## config.mk

```make
export PLATFORM = sky130hd
export DESIGN_NAME = dma_engine_core_v2
export DESIGN_NICKNAME = d
export VERILOG_FILES = /design/src/rtl/dma_engine_core_v2.sv
export SDC_FILE = /design/constraint.sdc
export NUM_CORES = 1
export LEC_CHECK = 0
export BUFFER_PORTS_ARGS = -buffer_cell sky130_fd_sc_hd__buf_2
export CORE_MARGIN = 3
export CORE_UTILIZATION = 45
export DETAILED_ROUTE_END_ITERATION = 6
export MAX_ROUTING_LAYER = met4
export PLACE_DENSITY = 0.68
export RECOVER_POWER = 100
export SYNTH_ARGS = -nofsm -noshare
export SYNTH_HDL_FRONTEND = slang
export SYNTH_SLANG_ARGS = --single-unit
```

## constraint.sdc

```tcl
create_clock -name clk -period 4.6 [get_ports clk]
set_input_delay 0 -clock clk [delete_from_list [all_inputs] [get_ports clk]]
set_output_delay 0 -clock clk [all_outputs]
set_load 0.1 [all_outputs]
```

## src/rtl/dma_engine_core_v2.sv

```systemverilog
// DMA engine core: CPU register file plus independent read and write burst FSMs
// that move dma_size bytes from src to dest through an external show-ahead FIFO.
module dma_engine_core_v2 #(
    parameter  int DATA_WIDTH  = 32,
    parameter  int BURST_BEATS = 8,
    parameter  int FIFO_DEPTH  = 16,
    parameter  int RING_BYTES  = 4096,
    localparam int BPB         = DATA_WIDTH / 8,
    localparam int LEN_W       = $clog2(BURST_BEATS),
    localparam int CNT_W       = $clog2(FIFO_DEPTH) + 1
) (
    input  logic                  clk,
    input  logic                  rst_n,
    input  logic [31:0]           reg_wr_data,
    input  logic [5:0]            reg_wr_en,
    output logic [31:0]           src_base,
    output logic [31:0]           dest_base,
    output logic [31:0]           tail_ptr,
    output logic [31:0]           head_ptr,
    output logic [31:0]           dma_size,
    output logic [31:0]           ctrl_stat,
    output logic                  intr,
    output logic [31:0]           rd_req_addr,
    output logic [LEN_W-1:0]      rd_req_len,
    output logic                  rd_req_valid,
    input  logic                  rd_req_ready,
    input  logic [DATA_WIDTH-1:0] rd_rdata,
    input  logic                  rd_valid,
    input  logic                  rd_last,
    output logic                  rd_ready,
    output logic [31:0]           wr_req_addr,
    output logic [LEN_W-1:0]      wr_req_len,
    output logic                  wr_req_valid,
    input  logic                  wr_req_ready,
    output logic [DATA_WIDTH-1:0] wr_data,
    output logic [BPB-1:0]        wr_strb,
    output logic                  wr_valid,
    output logic                  wr_last,
    input  logic                  wr_ready,
    output logic [DATA_WIDTH-1:0] fifo_wdata,
    output logic                  fifo_wen,
    input  logic [DATA_WIDTH-1:0] fifo_rdata,
    output logic                  fifo_rden,
    input  logic                  fifo_empty,
    input  logic [CNT_W-1:0]      fifo_count
);
    localparam int BPB_W = $clog2(BPB);
    localparam int BC_W  = LEN_W + 1;
    localparam logic [BC_W-1:0] FULL_BURST = BC_W'(BURST_BEATS);
    localparam logic [BC_W-1:0] ONE_BEAT   = BC_W'(1);
    localparam logic [31:0]     RING_MASK  = 32'(RING_BYTES - 1);

    typedef enum logic [2:0] {RD_IDLE = 3'b001, RD_REQ = 3'b010, RD_DATA = 3'b100} rd_state_t;
    typedef enum logic [2:0] {WR_IDLE = 3'b001, WR_REQ = 3'b010, WR_DATA = 3'b100} wr_state_t;

    rd_state_t       rd_state_q, rd_state_d;
    wr_state_t       wr_state_q, wr_state_d;
    logic [31:0]     src_base_q, src_base_d, dest_base_q, dest_base_d;
    logic [31:0]     tail_ptr_q, tail_ptr_d, head_ptr_q, head_ptr_d;
    logic [31:0]     dma_size_q, dma_size_d, ctrl_stat_q, ctrl_stat_d;
    logic [31:0]     rd_addr_q, rd_addr_d, wr_addr_q, wr_addr_d, size_lat_q, size_lat_d;
    logic [31:0]     rd_bursts_q, rd_bursts_d, wr_bursts_q, wr_bursts_d;
    logic [BC_W-1:0] last_beats_q, last_beats_d, rd_beats_q, rd_beats_d, wr_beats_q, wr_beats_d;
    logic            rd_pend_q, rd_pend_d, wr_pend_q, wr_pend_d;

    logic            start_cond_s, start_s, err_s, done_s, final_beat_s, rd_space_ok_s;
    logic [32:0]     total_beats_s, num_bursts_s;
    logic [BC_W-1:0] rd_burst_beats_s, wr_burst_beats_s, new_last_s;
    logic [CNT_W-1:0] fifo_space_s;
    logic [BPB-1:0]  tail_strb_s;
    logic            unused_ok_s;

    assign start_cond_s = (rd_state_q == RD_IDLE) && (wr_state_q == WR_IDLE) &&
                          ctrl_stat_q[0] && (head_ptr_q != tail_ptr_q);
    assign start_s      = start_cond_s && (dma_size_q != 32'd0);
    assign err_s        = start_cond_s && (dma_size_q == 32'd0);

    // Burst geometry of a new transfer; the last burst holds the remainder beats.
    assign total_beats_s = (33'(dma_size_q) + 33'(BPB - 1)) >> BPB_W;
    assign num_bursts_s  = (total_beats_s + 33'(BURST_BEATS - 1)) >> LEN_W;
    assign new_last_s    = (total_beats_s[LEN_W-1:0] == {LEN_W{1'b0}}) ? FULL_BURST
                                                                       : {1'b0, total_beats_s[LEN_W-1:0]};

    assign rd_burst_beats_s = (rd_bursts_q == 32'd1) ? last_beats_q : FULL_BURST;
    assign wr_burst_beats_s = (wr_bursts_q == 32'd1) ? last_beats_q : FULL_BURST;
    assign fifo_space_s     = CNT_W'(FIFO_DEPTH) - fifo_count;
    assign rd_space_ok_s    = 32'(fifo_space_s) >= 32'(rd_burst_beats_s);

    assign rd_req_valid = (rd_state_q == RD_REQ) && (rd_bursts_q != 32'd0) && (rd_space_ok_s || rd_pend_q);
    assign rd_req_addr  = rd_addr_q;
    assign rd_req_len   = LEN_W'(rd_burst_beats_s - ONE_BEAT);
    assign rd_ready     = (rd_state_q == RD_DATA);
    assign fifo_wen     = rd_valid && rd_ready;
    assign fifo_wdata   = rd_rdata;

    assign wr_req_valid = (wr_state_q == WR_REQ) && (wr_bursts_q != 32'd0) &&
                          ((fifo_count != {CNT_W{1'b0}}) || wr_pend_q);
    assign wr_req_addr  = wr_addr_q;
    assign wr_req_len   = LEN_W'(wr_burst_beats_s - ONE_BEAT);
    assign wr_valid     = (wr_state_q == WR_DATA) && !fifo_empty && (wr_beats_q != {BC_W{1'b0}});
    assign wr_last      = wr_valid && (wr_beats_q == ONE_BEAT);
    assign wr_data      = fifo_rdata;
    assign fifo_rden    = wr_valid && wr_ready;
    assign final_beat_s = (wr_state_q == WR_DATA) && (wr_bursts_q == 32'd1) && (wr_beats_q == ONE_BEAT);
    assign done_s       = fifo_rden && final_beat_s;
    assign wr_strb      = (final_beat_s && (size_lat_q[BPB_W-1:0] != {BPB_W{1'b0}})) ? tail_strb_s
                                                                                     : {BPB{1'b1}};

    assign src_base  = src_base_q;
    assign dest_base = dest_base_q;
    assign tail_ptr  = tail_ptr_q;
    assign head_ptr  = head_ptr_q;
    assign dma_size  = dma_size_q;
    assign ctrl_stat = ctrl_stat_q;
    assign intr      = ctrl_stat_q[31];
    assign unused_ok_s = ^{rd_last, num_bursts_s[32]};

    // Partial strobe for a transfer whose size is not a whole number of beats.
    always_comb begin
        tail_strb_s = {BPB{1'b0}};
        for (int i = 0; i < BPB; i++) begin
            tail_strb_s[i] = (32'(i) < 32'(size_lat_q[BPB_W-1:0]));
        end
    end

    // Next state: CPU writes, transfer launch, both channel FSMs and completion.
    always_comb begin
        src_base_d   = reg_wr_en[0] ? reg_wr_data : src_base_q;
        dest_base_d  = reg_wr_en[1] ? reg_wr_data : dest_base_q;
        tail_ptr_d   = reg_wr_en[2] ? reg_wr_data : tail_ptr_q;
        head_ptr_d   = reg_wr_en[3] ? reg_wr_data : head_ptr_q;
        dma_size_d   = reg_wr_en[4] ? reg_wr_data : dma_size_q;
        ctrl_stat_d  = reg_wr_en[5] ? {ctrl_stat_q[31] & ~reg_wr_data[31], reg_wr_data[30:0]} : ctrl_stat_q;
        rd_state_d   = rd_state_q;
        wr_state_d   = wr_state_q;
        rd_addr_d    = rd_addr_q;
        wr_addr_d    = wr_addr_q;
        size_lat_d   = size_lat_q;
        last_beats_d = last_beats_q;
        rd_bursts_d  = rd_bursts_q;
        wr_bursts_d  = wr_bursts_q;
        rd_beats_d   = rd_beats_q;
        wr_beats_d   = wr_beats_q;
        rd_pend_d    = rd_pend_q;
        wr_pend_d    = wr_pend_q;

        case (rd_state_q)
            RD_IDLE: begin
                if (start_s) begin
                    rd_state_d   = RD_REQ;
                    rd_addr_d    = src_base_q + tail_ptr_q;
                    rd_bursts_d  = num_bursts_s[31:0];
                    size_lat_d   = dma_size_q;
                    last_beats_d = new_last_s;
                end else begin
                    rd_state_d = RD_IDLE;
                end
            end
            RD_REQ: begin
                if (rd_bursts_q == 32'd0) begin
                    rd_state_d = RD_IDLE;
                end else if (rd_req_valid && rd_req_ready) begin
                    rd_state_d  = RD_DATA;
                    rd_beats_d  = rd_burst_beats_s;
                    rd_addr_d   = rd_addr_q + (32'(rd_burst_beats_s) << BPB_W);
                    rd_bursts_d = rd_bursts_q - 32'd1;
                    rd_pend_d   = 1'b0;
                end else begin
                    rd_pend_d = rd_req_valid;
                end
            end
            RD_DATA: begin
                if (fifo_wen) begin
                    rd_beats_d = rd_beats_q - ONE_BEAT;
                    rd_state_d = (rd_beats_q == ONE_BEAT) ? RD_REQ : RD_DATA;
                end else begin
                    rd_state_d = RD_DATA;
                end
            end
            default: rd_state_d = RD_IDLE;
        endcase

        case (wr_state_q)
            WR_IDLE: begin
                if (start_s) begin
                    wr_state_d  = WR_REQ;
                    wr_addr_d   = dest_base_q + tail_ptr_q;
                    wr_bursts_d = num_bursts_s[31:0];
                end else begin
                    wr_state_d = WR_IDLE;
                end
            end
            WR_REQ: begin
                if (wr_bursts_q == 32'd0) begin
                    wr_state_d = WR_IDLE;
                end else if (wr_req_valid && wr_req_ready) begin
                    wr_state_d = WR_DATA;
                    wr_beats_d = wr_burst_beats_s;
                    wr_addr_d  = wr_addr_q + (32'(wr_burst_beats_s) << BPB_W);
                    wr_pend_d  = 1'b0;
                end else begin
                    wr_pend_d = wr_req_valid;
                end
            end
            WR_DATA: begin
                if (fifo_rden && (wr_beats_q == ONE_BEAT)) begin
                    wr_beats_d  = wr_beats_q - ONE_BEAT;
                    wr_bursts_d = wr_bursts_q - 32'd1;
                    wr_state_d  = WR_REQ;
                end else if (fifo_rden) begin
                    wr_beats_d = wr_beats_q - ONE_BEAT;
                end else begin
                    wr_state_d = WR_DATA;
                end
            end
            default: wr_state_d = WR_IDLE;
        endcase

        // Completion overrides any same-cycle CPU write of tail_ptr / intr.
        if (done_s) begin
            tail_ptr_d      = (tail_ptr_q + size_lat_q) & RING_MASK;
            ctrl_stat_d[31] = 1'b1;
            rd_state_d      = RD_IDLE;
            wr_state_d      = WR_IDLE;
            rd_bursts_d     = 32'd0;
            wr_bursts_d     = 32'd0;
            rd_pend_d       = 1'b0;
            wr_pend_d       = 1'b0;
        end else begin
            ctrl_stat_d[1] = ctrl_stat_d[1] | err_s;
        end
    end

    // State registers with asynchronous active-low reset.
    always_ff @(posedge clk or negedge rst_n) begin
        if (!rst_n) begin
            rd_state_q   <= RD_IDLE;
            wr_state_q   <= WR_IDLE;
            src_base_q   <= 32'd0;
            dest_base_q  <= 32'd0;
            tail_ptr_q   <= 32'd0;
            head_ptr_q   <= 32'd0;
            dma_size_q   <= 32'd0;
            ctrl_stat_q  <= 32'd0;
            rd_addr_q    <= 32'd0;
            wr_addr_q    <= 32'd0;
            size_lat_q   <= 32'd0;
            last_beats_q <= {BC_W{1'b0}};
            rd_bursts_q  <= 32'd0;
            wr_bursts_q  <= 32'd0;
            rd_beats_q   <= {BC_W{1'b0}};
            wr_beats_q   <= {BC_W{1'b0}};
            rd_pend_q    <= 1'b0;
            wr_pend_q    <= 1'b0;
        end else begin
            rd_state_q   <= rd_state_d;
            wr_state_q   <= wr_state_d;
            src_base_q   <= src_base_d;
            dest_base_q  <= dest_base_d;
            tail_ptr_q   <= tail_ptr_d;
            head_ptr_q   <= head_ptr_d;
            dma_size_q   <= dma_size_d;
            ctrl_stat_q  <= ctrl_stat_d;
            rd_addr_q    <= rd_addr_d;
            wr_addr_q    <= wr_addr_d;
            size_lat_q   <= size_lat_d;
            last_beats_q <= last_beats_d;
            rd_bursts_q  <= rd_bursts_d;
            wr_bursts_q  <= wr_bursts_d;
            rd_beats_q   <= rd_beats_d;
            wr_beats_q   <= wr_beats_d;
            rd_pend_q    <= rd_pend_d;
            wr_pend_q    <= wr_pend_d;
        end
    end
endmodule

```

After elaboration in Yosys (flattened, before gate mapping)
Index checks and enable logic that the tools add are counted.
- bits in registers: 352
- word-level logic and storage cells: 179
- add/subtract/negate cells: 14
- magnitude comparators: 4
- eq/ne operators: 29
- multiplexer cells: 55
- bitwise logic cells: 3
- reductions and logical operators: 54
- operators by type and width (operator ; number):
    $mux 32 ; 15
    $pmux 32 s2 ; 4
    $logic_not 32->1 ; 3
    $reduce_bool 32->1 ; 3
    $add 32x32->32 ; 2
    $add 32x6->32 ; 2
    $eq 32x1->1 const B ; 2
    $sub 32x1->32 const B ; 2
    $mux 4 ; 11
    $add 32x2->33 const B ; 1
    $add 31x3->32 const B ; 1
    $ne 32x32->1 ; 1
    $mux 3 ; 10
    $logic_and 1x1->1 ; 21
    $reduce_and 4->1 ; 5
    $pmux 3 s3 ; 2
    $reduce_bool 2->1 ; 9
    $pmux 4 s2 ; 2
    $add 12x12->12 ; 1
    $ne 2x2->1 const B ; 6
    $mux 1 ; 10
    $ne 3x2->1 const B ; 3
    $ne 3x3->1 const B ; 3
    $eq 4x1->1 const B ; 2
    other kinds (24) ; 38

Longest topological paths before layout
- depth after elaboration: 10
- depth in mapped cells: 17

Worst setup path before layout
OpenSTA, ideal clock, no wires.
- kind: register to register
- start point: register rd_bursts_q[6]
- end point: register rd_bursts_q[26]
- arrival time: 5.150 ns
- data required time: 4.522 ns
- slack: -0.628 ns
- cell stages (with the launch flop): 17
- period minus slack after synthesis: 5.228 ns
- cell sequence: dfrtp_1 -> or4_4 -> or3_1 -> and4bb_1 -> buf_4 -> nand3_1 -> ha_1 -> a21oi_1 -> o211a_1 -> o21a_1 -> nor2_1 -> nand2_1 -> nand2_1 -> clkbuf_1 -> clkbuf_1 -> nand3_1 -> a21oi_1
- cells in the longest elaborated chain, start to end: 8
- elaborated cells on any way between the ends: 17
- RTL lines (element ; RTL line ; source):
    from (decl) ; 62 ; logic [31:0] rd_bursts_q, rd_bursts_d, wr_bursts_q, wr_bursts_d;
    from (signal assigned) ; 268 ; rd_bursts_q <= rd_bursts_d;
    $eq 32x1->1 ; 84 ; assign rd_burst_beats_s = (rd_bursts_q == 32'd1) ? last_beats_q : FULL_BURST;
    $mux 4 ; 84 ;
    $ge 5x4->1 ; 87 ; assign rd_space_ok_s = 32'(fifo_space_s) >= 32'(rd_burst_beats_s);
    $logic_or 1x1->1 ; 89 ; assign rd_req_valid = (rd_state_q == RD_REQ) && (rd_bursts_q != 32'd0) && (rd_space_ok_s || rd_pend_q);
    $logic_and 1x1->1 * ; 89 ;
    via rd_req_valid ; 25 ; output logic rd_req_valid,
    $logic_and 1x1->1 * ; 162 ; end else if (rd_req_valid && rd_req_ready) begin
    $ne 3x2->1 (no line) * ; - ;
    $reduce_and 4->1 (no line) * ; - ;
Mark *: on every way through the listed nets, which the timed path passes. The rest lies on a longest branch. The select of a mux whose other input is x is not followed.
A chain may end at the register's enable or synchronous reset.

Worst setup path after layout
- start point: register tail_ptr_q[1], in the netlist tail_ptr[1]
- end point: register rd_addr_q[27], in the netlist rd_req_addr[27]
- cells in the longest elaborated chain, start to end: 5
- elaborated cells on any way between the ends: 8
- RTL lines (element ; RTL line ; source):
    from (decl) ; 59 ; logic [31:0] tail_ptr_q, tail_ptr_d, head_ptr_q, head_ptr_d;
    from (signal assigned) ; 260 ; tail_ptr_q <= tail_ptr_d;
    branches (longest 5 deep; another with $add 32x32->32) ; - ;
    to (signal assigned) ; 264 ; rd_addr_q <= rd_addr_d;
    to (decl) ; 61 ; logic [31:0] rd_addr_q, rd_addr_d, wr_addr_q, wr_addr_d, size_lat_q, size_lat_d;
Several ways; the timed one is not identified. The select of a mux whose other input is x is not followed.

==> results.ini <==
[yosys]
syn-instance-count = 2365
yosysUniqueCellTypes = 82
synthSimpleGateAreaFrac_pct = 15.81
ys.flop_type = dfrtp_1
synth.avg_cell_area_sq_um = 9.235
yosysSeqAreaShare_pct = 40.34
async_reset_ff_share_pct = 100.0
yosys.area_share.xor_xnor_pct = 5.294
synth_fa_ha_area_share_pct = 6.061
netlist_area_sq_mm = 0.02184
ys_warn_count = 0
synth-compound-area-share_pct = 17.11
muxShareOfSynthArea_pct = 10.23
synth-edff-count = 0
synth_top_family_by_area = compound AO/OA/AOI/OAI gates
yosys_register_bits = 352
synth.net_count = 2582

[cells_and_area]
seq_area_sq_mm = 0.008811
fillers = 4527
fin_util_pct = 52.25
syn2layout_area_growth_pct = 14.47
drive_gt1_share_pct = 12.72
layout.nets = 2858
multi_input_area_sq_mm = 0.01195

[timing]
tns_ps = 0
rsz0062_at_grt = false
slew_headroom_pct = -97.18
post-route-min-period_ps = 4548
timing_hold_violations_final = 0
worst_pin_slew_ps = 2958
max_freq_mhz = 219.9
setup_viol = 0
skew_ps = 25.42
slew_viol_final = 184
fin_crit_sh_pct = 98.88

[flow_run]
maxCapViolations = 4

[worst_setup_path]
worst-endpoint-arrival_ps = 4970
path_class = register to register
cp-start-kind = register
path_max_fanout = 38
worst_setup_path_end_kind = register
worstPathRequired_ps = 5030

[global_routing]
grt_pass1_vias = 19420
antenna_found_initial = 1
grt_usage_pct = 32.38
grt_pass1_wl_mm = 122.1
grt_max_degree = 121
overflow = 0

[clock_network]
cts-root-buf = clkbuf_16
clockBufferDepth = 3
cts.clk_slew.worst_paths_ps = 60
clk_latency_ps = 580
clock_sinks = 352
htreeDepth = 2
cts_tree = done
post_cts.repair.setup_buffers = 0
numCtsBuffers = 40

[pwr]
leakage_nw = 10.50
ir_drop_v = 0.0006040
p_per_area_mw_per_mm2 = 658.1

[routing]
avgViaCountPerCell = 6.112
drtIter0Drc = 2016
routed_wl_mm = 81.93
wl_per_cell_um = 24.95
drt-pass1-iter-count = 6
num_vias = 20070
ant_nets = 0
drcViolationCount = 0

[die]
initial_utilization_pct = 45.65
core_sq_mm = 0.04785
core.rowCount = 80
top_level_ports = 453
die_h_um = 226.3
chipWidth_um = 226.3
dieArea_sq_mm = 0.05121

[placed_design]
gp_congestion = 0.9599
hpwl_mm = 61.39
port_buffers = 322

[run_status]
outcome = finished, violations left
violations = max-capacitance violations, max-slew violations

[min_path]
hp-class = input pin to primary output

==> area by class of cell <==
type                       instances  share of cell area, %
multi-input combinational       1783                  47.80
sequential                       352                  35.25
antenna                            3                0.03003
inverter                          62                 0.9309
timing repair buffer             402                  7.733
tap                              615                  3.078
clock inverter                    10                 0.5606
clock buffer                      57                  4.620
==> through the flow <==
stage          total power, mW  area [sq um]  setup slack (ps)  hold WS, ps  std cells
6_report                 16.45         25000             51.61      0.03855       3284
4_1_cts                  16.56         25400             154.5       0.6813       3281
3_3_place_gp             13.12         23730             309.5       0.6813       3176
2_1_floorplan            11.35         21850             20.49       -295.6       2365
3_5_place_dp             13.24         23730             198.5       0.6813       3176
5_1_grt                  17.24         24990             29.11       0.2472       3282
==> flip-flops by register name (all words and copies together), names as in the netlist, 12 cells and up <==
| name | cells |
|---|---|
| ctrl_stat | 32 |
| dest_base | 32 |
| dma_size | 32 |
| head_ptr | 32 |
| rd_bursts_q | 32 |
| rd_req_addr | 32 |
| src_base | 32 |
| tail_ptr | 32 |
| wr_bursts_q | 32 |
| wr_req_addr | 32 |
| size_lat_q | 12 |
==> cell usage in the layout, fill, tap and decap left out, types with 11 or more instances in the layout <==
| cell type | n |
|---|---|
| dfrtp_1 | 350 |
| clkbuf_1 | 291 |
| nand2_1 | 198 |
| o21ai_0 | 193 |
| a21oi_1 | 191 |
| nor2_1 | 186 |
| mux2_2 | 169 |
| ha_1 | 97 |
| nand3_1 | 82 |
| xor2_1 | 75 |
| nor3_1 | 66 |
| inv_1 | 62 |
| xnor2_1 | 57 |
| buf_2 | 49 |
| clkbuf_16 | 40 |
| dlygate4sd3_1 | 38 |
| nor4_1 | 33 |
| mux2i_1 | 33 |
| a21o_1 | 30 |
| and3_1 | 24 |
| nand4_1 | 22 |
| buf_4 | 22 |
| nor2b_1 | 21 |
| a211oi_1 | 20 |
| o22ai_1 | 20 |
| nand2b_1 | 18 |
| a31oi_1 | 18 |
| a22oi_1 | 16 |
| o211ai_1 | 15 |
| o21ai_1 | 15 |
| or3_1 | 13 |
| and2_1 | 12 |
| o21a_1 | 11 |
==> kinds of logic (layout without fill, tap and decap cells) <==
logic type | after synthesis | count (layout)
compound gates | 621 | 621
xor+xnor | 132 | 132
fa+ha+maj | 103 | 103
buf+inv | 230 | 531
flops | 352 | 352
mux | 202 | 202
other cells | 1 | 4
simple gates | 724 | 724
==> critical path, cell delays in order (launching register included) <==
cell and delay [ps]:
dfrtp_1 700, xor2_1 440, nor4_1 140, nand4_1 210, o21ai_0 210, nor2_1 1540
buf_4 500, nor2_2 80, buf_12 180, o21ai_0 230, o221ai_1 150
==> per-layer routing <==
metal  vias to the layer above  share of wire (%)  GRT usage, %
li1                       9055                  -             -
met1                      9923                 41         41.81
met2                       910                 45         49.79
met3                       183                8.6         7.056
met4                         0                4.7         13.04
met5                         -                  0             -
==> synthesized netlist by cell type (34+ instances only) <==
cell type | number | area share, %
mux2_2 | 169 | 8.7
o21ai_0 | 185 | 4.2
nand3_1 | 82 | 1.9
buf_4 | 67 | 2.3
nor2_1 | 188 | 3.2
inv_1 | 62 | 1.1
ha_1 | 97 | 5.6
clkbuf_1 | 80 | 1.4
xor2_1 | 75 | 3.0
dfrtp_1 | 350 | 40
nand2_1 | 198 | 3.4
xnor2_1 | 57 | 2.3
nor3_1 | 67 | 1.5
a21oi_1 | 191 | 4.4
nor4_1 | 34 | 0.97
==> report_power, final <==
part	total (mW)	internal (mW)	switching, mW	leakage [nW]
clock network	3.27	1.91	1.36	0.640
registers	4.98	3.91	1.07	4.19
logic	8.20	1.96	6.24	5.67
total	16.5	7.78	8.67	10.5
==> final timing paths <==
| path | depth (start not counted) | endpoint | startpoint | slack, ps |
|---|---|---|---|---|
| min reg2reg | 2 | wr_req_addr[1]$_DFFE_PN0P_ | wr_req_addr[1]$_DFFE_PN0P_ | 480 |
| min | 0 | wr_data[1] | fifo_rdata[1] | 0.04 |
| min in group asynchronous | 2 | wr_beats_q[0]$_DFFE_PN0P_ | rst_n | 840 |
| max | 10 | rd_req_addr[27]$_DFFE_PN0P_ | tail_ptr[1]$_DFFE_PN0P_ | 50 |
| max reg2reg | 10 | rd_req_addr[27]$_DFFE_PN0P_ | tail_ptr[1]$_DFFE_PN0P_ | 50 |
| max in group asynchronous | 3 | wr_req_addr[21]$_DFFE_PN0P_ | rst_n | 1050 |
==> timing repair <==
action | CTS | global route
hold buffers | 38 | 0
endpoints found under the setup margin | 0 | 7
resized for setup | 0 | 3
hold endpoints to repair | 312 | 0
(Power assumes the default switching activity.)
